`config.mk`:
```
export PLATFORM = sky130hd
export DESIGN_NAME = sync_hold_priority_arbiter_flat
export DESIGN_NICKNAME = d
export VERILOG_FILES = /design/src/rtl/sync_hold_priority_arbiter_if.sv /design/src/rtl/sync_hold_priority_arbiter.sv /design/src/flat_wrapper.sv
export SDC_FILE = /design/constraint.sdc
export NUM_CORES = 1
export LEC_CHECK = 0
export ABC_AREA = 1
export CAP_MARGIN = 20
export CORE_MARGIN = 4
export CORE_UTILIZATION = 35
export DETAILED_ROUTE_END_ITERATION = 8
export GPL_TIMING_DRIVEN = 0
export PLACE_DENSITY = 0.66
export REMOVE_ABC_BUFFERS = 1
export SKIP_LAST_GASP = 1
export SLEW_MARGIN = 0
export SYNTH_ARGS = -nofsm -noshare
export SYNTH_HDL_FRONTEND = slang
export SYNTH_SLANG_ARGS = --single-unit
```
`constraint.sdc`:
```
create_clock -name clk_i -period 1.95 [get_ports clk_i]
set_clock_uncertainty 0.15 [all_clocks]
set_input_delay 0.195 -clock clk_i [delete_from_list [all_inputs] [get_ports clk_i]]
set_output_delay 0.195 -clock clk_i [all_outputs]
set_load 0.1 [all_outputs]
```
`src/rtl/sync_hold_priority_arbiter_if.sv`:
```
// Request/grant bundle between the requesters (master) and the arbiter (slave).
// The arbiter samples req_i on each rising edge and presents registered grant outputs one cycle later.
interface sync_hold_priority_arbiter_if #(
  parameter int num_ports = 5
) ();
  localparam int ID_W = $clog2(num_ports);

  logic [num_ports-1:0] req_i;
  logic [num_ports-1:0] gnt_o;
  logic                 gnt_valid_o;
  logic [ID_W-1:0]      gnt_id_o;
  logic                 preempt_o;

  modport master (output req_i, input gnt_o, gnt_valid_o, gnt_id_o, preempt_o);
  modport slave  (input req_i, output gnt_o, gnt_valid_o, gnt_id_o, preempt_o);
endinterface

```
`src/rtl/sync_hold_priority_arbiter.sv`:
```
// Registered fixed-priority arbiter (port 0 highest) with a bounded hold time per owner.
// An owner keeps its grant while requesting; after max_hold cycles it yields if anyone else requests.
module sync_hold_priority_arbiter #(
  parameter int num_ports = 5,
  parameter int max_hold  = 8
) (
  input  logic                                   clk_i,
  input  logic                                   rst_ni,
  sync_hold_priority_arbiter_if.slave            bus,
  output logic                                   dbg_state_o,
  output logic [$clog2(max_hold+1)-1:0]          dbg_hold_cnt_o
);
  localparam int ID_W  = $clog2(num_ports);
  localparam int CNT_W = $clog2(max_hold + 1);
  localparam logic [CNT_W-1:0] MAX_CNT = CNT_W'(max_hold);
  localparam logic [CNT_W-1:0] ONE_CNT = CNT_W'(1);

  typedef enum logic {IDLE = 1'b0, GRANT = 1'b1} state_t;

  state_t               state;
  logic [ID_W-1:0]      owner;
  logic [CNT_W-1:0]     hold_cnt;

  logic [num_ports-1:0] others;
  logic                 req_any;
  logic                 oth_any;
  logic                 owner_req;
  logic [ID_W-1:0]      req_idx;
  logic [ID_W-1:0]      oth_idx;

  function automatic logic [ID_W-1:0] lowest_idx(input logic [num_ports-1:0] v);
    lowest_idx = '0;
    for (int i = num_ports - 1; i >= 0; i--) begin
      if (v[i]) lowest_idx = ID_W'(i);
    end
  endfunction

  function automatic logic [num_ports-1:0] onehot(input logic [ID_W-1:0] idx);
    onehot = '0;
    onehot[idx] = 1'b1;
  endfunction

  // "others" masks the current owner out for a single arbitration only.
  always_comb begin
    others        = bus.req_i;
    others[owner] = 1'b0;
    req_any       = |bus.req_i;
    oth_any       = |others;
    owner_req     = bus.req_i[owner];
    req_idx       = lowest_idx(bus.req_i);
    oth_idx       = lowest_idx(others);
  end

  always_ff @(posedge clk_i or negedge rst_ni) begin
    if (!rst_ni) begin
      state           <= IDLE;
      owner           <= '0;
      hold_cnt        <= '0;
      bus.gnt_o       <= '0;
      bus.gnt_valid_o <= 1'b0;
      bus.gnt_id_o    <= '0;
      bus.preempt_o   <= 1'b0;
    end else begin
      bus.preempt_o <= 1'b0;
      case (state)
        IDLE: begin
          if (req_any) begin
            state           <= GRANT;
            owner           <= req_idx;
            hold_cnt        <= ONE_CNT;
            bus.gnt_o       <= onehot(req_idx);
            bus.gnt_valid_o <= 1'b1;
            bus.gnt_id_o    <= req_idx;
          end
        end
        GRANT: begin
          if (!owner_req) begin
            if (oth_any) begin
              owner        <= oth_idx;
              hold_cnt     <= ONE_CNT;
              bus.gnt_o    <= onehot(oth_idx);
              bus.gnt_id_o <= oth_idx;
            end else begin
              state           <= IDLE;
              owner           <= '0;
              hold_cnt        <= '0;
              bus.gnt_o       <= '0;
              bus.gnt_valid_o <= 1'b0;
              bus.gnt_id_o    <= '0;
            end
          end else if (hold_cnt == MAX_CNT && oth_any) begin
            owner         <= oth_idx;
            hold_cnt      <= ONE_CNT;
            bus.gnt_o     <= onehot(oth_idx);
            bus.gnt_id_o  <= oth_idx;
            bus.preempt_o <= 1'b1;
          end else if (hold_cnt == MAX_CNT) begin
            hold_cnt <= ONE_CNT;
          end else begin
            hold_cnt <= hold_cnt + ONE_CNT;
          end
        end
        default: state <= IDLE;
      endcase
    end
  end

  assign dbg_state_o    = state;
  assign dbg_hold_cnt_o = hold_cnt;
endmodule

```
`src/flat_wrapper.sv`:
```
// flat-port wrapper written by rule: the top's interface ports become plain ports
module sync_hold_priority_arbiter_flat 
#(
  parameter int num_ports = 5,
  parameter int max_hold  = 8
)
  (clk_i, rst_ni, dbg_state_o, dbg_hold_cnt_o, bus_req_i, bus_gnt_o, bus_gnt_valid_o, bus_gnt_id_o, bus_preempt_o);
  sync_hold_priority_arbiter_if #(.num_ports(num_ports)) bus_i ();
  input  logic clk_i;
  input  logic rst_ni;
  output logic dbg_state_o;
  output logic [$clog2(max_hold+1)-1:0] dbg_hold_cnt_o;
  input wire logic [$bits(bus_i.req_i)-1:0] bus_req_i;
  output wire logic [$bits(bus_i.gnt_o)-1:0] bus_gnt_o;
  output wire logic [$bits(bus_i.gnt_valid_o)-1:0] bus_gnt_valid_o;
  output wire logic [$bits(bus_i.gnt_id_o)-1:0] bus_gnt_id_o;
  output wire logic [$bits(bus_i.preempt_o)-1:0] bus_preempt_o;
  assign bus_i.req_i = bus_req_i;
  assign bus_gnt_o = bus_i.gnt_o;
  assign bus_gnt_valid_o = bus_i.gnt_valid_o;
  assign bus_gnt_id_o = bus_i.gnt_id_o;
  assign bus_preempt_o = bus_i.preempt_o;
  sync_hold_priority_arbiter #(.num_ports(num_ports), .max_hold(max_hold)) u_core (.clk_i(clk_i), .rst_ni(rst_ni), .bus(bus_i), .dbg_state_o(dbg_state_o), .dbg_hold_cnt_o(dbg_hold_cnt_o));
endmodule
```
# --- Word level (Yosys, flattened, before mapping) ---
# Index checks and enable logic that the tools add are counted.
classes:
  add_sub_neg: 1
  magnitude_cmp: 6
  eq_ne: 5
  n_mux: 45
  bitwise: 3
  n_reduce_logical: 8
op_table:
  columns: ["op", "n"]
  rows:
  - ["$mux 3", 14]
  - ["$mux 5", 4]
  - ["$mux 4", 4]
  - ["$mux 1", 14]
  - ["$lt 3x4->1 const B", 3]
  - ["$pmux 5 s2", 1]
  - ["$reduce_or 5->1", 2]
  - ["$demux 1 s3", 3]
  - ["$ge 3x1->1 const B", 3]
  - ["$pmux 4 s2", 1]
  - ["$pmux 3 s2", 1]
  - ["$and 5x5->5", 1]
  - ["$not 5->5", 1]
  - ["$add 4x1->4 const B", 1]
  - ["$eq 4x4->1 const B", 1]
  - ["$logic_and 1x1->1", 4]
  - ["$ne 2x2->1 const B", 2]
  - ["$pmux 1 s2", 2]
  - ["$bmux 1 s3", 1]
  - ["$ne 3x3->1 const B", 1]
  - ["$reduce_and 3->1", 1]
  - ["$ne 2x1->1 const B", 1]
  - ["$reduce_and 2->1", 1]
  - ["$not 1->1", 1]
totals:
  reg_bits: 15
  word_cells: 74

# --- Longest topological paths before layout ---
depth:
  word_depth: 18
  mapped_depth: 11
  mapped_depth_nobuf: 11

# --- Worst setup path after synthesis ---
# No wires, ideal clock.
synth_path:
  path_type: "flip-flop to flip-flop"
  startpoint: "reg u_core.bus.gnt_id_o[2] (netlist name)"
  endpoint: "reg u_core.bus.gnt_id_o[0]"
  arrival_time_ns: 1.975
  required_ns: 1.732
  path_slack_ns: -0.243
  stages_incl_launch_ff: 11
  period_less_slack_ns: 2.193
  path_cell_list: "dfrtp_1 inv_1 nand3_1 nand2_1 nand2_1 nor2_2 nand2_2 nand2_4 a21oi_1 nand2_1 nand2_1"
synth_rtl:
  columns: ["item", "line", "source"]
  rows:
  - ["to (signal assigned)", "sync_hold_priority_arbiter.sv:73", "bus.gnt_id_o <= req_idx;"]
  - ["to (signal assigned)", "sync_hold_priority_arbiter.sv:82", "bus.gnt_id_o <= oth_idx;"]
  - ["to (signal assigned)", "sync_hold_priority_arbiter.sv:95", "bus.gnt_id_o <= oth_idx;"]
  - ["to (decl)", "sync_hold_priority_arbiter_if.sv:15", "modport slave (input req_i, output gnt_o, gnt_valid_o, gnt_id_o, preempt_o);"]

# --- Worst setup path in the final report ---
layout_path:
  startpoint: "reg u_core.hold_cnt[3] (netlist: u_core.dbg_hold_cnt_o[3])"
  endpoint: "out dbg_hold_cnt_o[3]"
layout_rtl:
  columns: ["item", "line", "source"]
  rows:
  - ["from (decl)", "sync_hold_priority_arbiter.sv:22", "logic [CNT_W-1:0] hold_cnt;"]
  - ["from (signal assigned)", "sync_hold_priority_arbiter.sv:100", "hold_cnt <= hold_cnt + ONE_CNT;"]
  - ["to (decl)", "flat_wrapper.sv:12", "output logic [$clog2(max_hold+1)-1:0] dbg_hold_cnt_o;"]
# No word-level cell between the ends.

==> qor.txt <==
Synth-to-layout area growth: 26.88%
Vias in the first global route: 771
Routed wire length per instance: 11.26 um
Synth unique cells: 21
Cell with the most instances after synthesis: sky130_fd_sc_hd__nand2_1
Horiz. Die Dim: 60.09 um
Commonest cells in the netlist: sky130_fd_sc_hd__nand2_1 (41), sky130_fd_sc_hd__inv_1 (17), sky130_fd_sc_hd__nand3_1 (17), sky130_fd_sc_hd__dfrtp_1 (15), sky130_fd_sc_hd__o21ai_0 (8)
Number of vias per cell: 4.968
Register bit total from synthesis: 15
Summed negative setup slack over all endpoints: 0 ns
Outcome: finished, final reports clean
Portion of the clock cycle consumed by the worst path in the final layout: 0.9689
# diodes: 0
Initial antenna violation count: 0
Crit-path max FO: 4
Cell type group with the largest total delay on the critical path: buffers and inverters
Total number of vias: 924
Final estimated routing congestion in global placement: 0.8872
CTS tree: built
Number of input and output port buffers inserted: 21
Global routing usage summed across all routing layers: 0.1276
Cell Area, Placed: 1194 um2
Final std cell area, no fill: 1205 um2
Largest net degree at the start of global routing: 16
DRC viols: 0
Fmax: 529.3 MHz
Critical Path Slowest Stage Cell: sky130_fd_sc_hd__clkdlybuf4s15_1
Number of clock buffers inserted by TritonCTS: 3
Max-cap viol count: 0
Post-CTS setup buffer count: 0
Core outline area: 2522 um2
Clk root buf: sky130_fd_sc_hd__clkbuf_4
Total global routing overflow: 0
Count of TritonRoute iterations in the first routing pass: 4
Top cells by area, synth: sky130_fd_sc_hd__dfrtp_1 (40%), sky130_fd_sc_hd__nand2_1 (16%), sky130_fd_sc_hd__nand3_1 (9.0%)
Kind of start point of the critical path: flip-flop
CP endpoint kind: output pin
Antenna viol nets, final: 0
I/O pins: 22
Drt total wl: 2094 um
Number of instances in the synthesized netlist: 132
Post-layout minimum cycle time: 1.889 ns
Share of flip-flops with an asynchronous set or reset: 1.000
Clock insertion delay at the later pin of the skew report: 0.28 ns
Fin nets: 166
Transition at the pin with the smallest max-transition slack: 0.9608 ns
Count of hold-fix buffers inserted at cts: 0
Average cell area after synthesis: 7.194 um2
Number of pins exceeding their max-slew limit in the final report: 0
Number of hold-slack violations in the final timing report: 0
Maximum single-stage delay on the critical path: 0.85 ns
Max Root-Sink Buffers: 2
Unrepaired setup endpoints after global routing: false
# clock sinks: 15
Data arrival time at the worst-slack endpoint: 1.54 ns
CTS HTree Levels: 1
Cell chain of the critical path: clkdlybuf4s15_1
Effective utilization at floorplan: 0.3765
Area share of the largest cell type after synthesis: 0.3953
Cell accounting for the most synthesized area: sky130_fd_sc_hd__dfrtp_1
Post-synthesis instance area: 949.7 um2
Worst slack on hold paths: 0.1722 ns
Detailed placer's ending HPWL: 1662 um
Register area share after synthesis: 0.3953
Final core utilization: 0.4777
Global-route wire length before repair: 3505 um
Worst max-slew margin expressed relative to the limit: 0.3620
Violation count after the first detailed-route iteration: 35
Cell Rows: 18
Number of filler instances in the final layout: 274
Count of flip-flops with a built-in enable after synthesis: 0
Leading register cell type out of synthesis: sky130_fd_sc_hd__dfrtp_1
Worst setup path category: reg -> out
Number of buffers and inverters on the critical path: 1
Total Die Area: 3611 um2
Final number of setup-violating endpoints: 0
Required time at the worst-slack endpoint: 1.60 ns
CTS clk-pin slew, worst paths: 0.09 ns
Yosys warnings: 0
Share of final-layout standard cells stronger than drive strength 1: 0.1154
Hold Path Class: in -> async
Die outline height: 60.09 um
==> placed cells by master, fill, tap and decap left out, types with 5 or more instances in the layout <==
| cell | count |
|---|---|
| sky130_fd_sc_hd__nand2_1 | 41 |
| sky130_fd_sc_hd__clkdlybuf4s50_1 | 6 |
| sky130_fd_sc_hd__o21ai_0 | 8 |
| sky130_fd_sc_hd__dlygate4sd2_1 | 7 |
| sky130_fd_sc_hd__nand3_1 | 17 |
| sky130_fd_sc_hd__inv_1 | 17 |
| sky130_fd_sc_hd__nor2_1 | 5 |
| sky130_fd_sc_hd__a21oi_1 | 5 |
| sky130_fd_sc_hd__dfrtp_1 | 15 |
==> flip-flops by register name, indices dropped and copies added (netlist names) <==
signal / cells
u_core.bus.gnt_id_o: 3
u_core.bus.gnt_o: 5
u_core.bus.preempt_o: 1
u_core.bus.gnt_valid_o: 1
u_core.dbg_hold_cnt_o: 4
u_core.dbg_state_o: 1
==> cells by family after synthesis <==
kind of cell | Yosys count | synth area share
XOR/XNOR | 2 | 0.01845
AND/OR/NAND/NOR | 77 | 0.3926
adder cells (fa/ha/maj) | 2 | 0.02635
buffers and inverters | 19 | 0.07509
AO/OA/AOI/OAI | 17 | 0.09222
flip-flops | 15 | 0.3953
==> per-stage QoR <==
step / cells / setup WS, ns
3_3_place_gp: 182 / -0.06752
6_report: 186 / 0.06060
3_5_place_dp: 182 / -0.07773
2_1_floorplan: 131 / -0.2495
5_1_grt: 186 / 0.008030
4_1_cts: 186 / -0.1014
==> path summary, 6_finish.rpt <==
| check | from | endpoint | slack [ns] | depth (start not counted) |
|---|---|---|---|---|
| worst max register to register | u_core.bus.gnt_id_o[2] | u_core.bus.gnt_o[2] | 0.19 | 10 |
| min in group clk_i | u_core.bus.gnt_o[4] | u_core.bus.gnt_o[4] | 0.33 | 2 |
| worst min-delay path | rst_ni | u_core.bus.gnt_id_o[0] | 0.17 | 1 |
| worst min register to register | u_core.bus.gnt_o[4] | u_core.bus.gnt_o[4] | 0.33 | 2 |
| worst max-delay path | u_core.dbg_hold_cnt_o[3] | dbg_hold_cnt_o[3] | 0.06 | 1 |
| max in group asynchronous | rst_ni | u_core.dbg_hold_cnt_o[2] | 1.05 | 1 |
==> timing repair <==
action	in CTS	in global routing
resized for setup	21	7
setup endpoints to repair	15	5
gates cloned	0	0
==> per-layer routing <==
layer  wire length, um  vias up  share of wire  track usage
met4                14        0         0.0067      0.03797
met2               921       23           0.44       0.1960
li1                  -      480              -            -
met1              1021      419           0.49       0.1779
met5                 0        -              0            0
met3               137        2          0.065      0.02808
==> area by class of cell <==
cell class              instances  area (um2)  area share
repair buffers                 21       195.2      0.1620
multi-input cells              98       503.0      0.4174
inverters                      18       67.56     0.05607
clock buffers                   4       26.28     0.02181
well taps                      30       37.54     0.03115
flip-flops and latches         15       375.4      0.3115
Power is left out: the tool's default activity adds up to more than one toggle a clock period on the data nets, which glitch-free logic cannot reach.
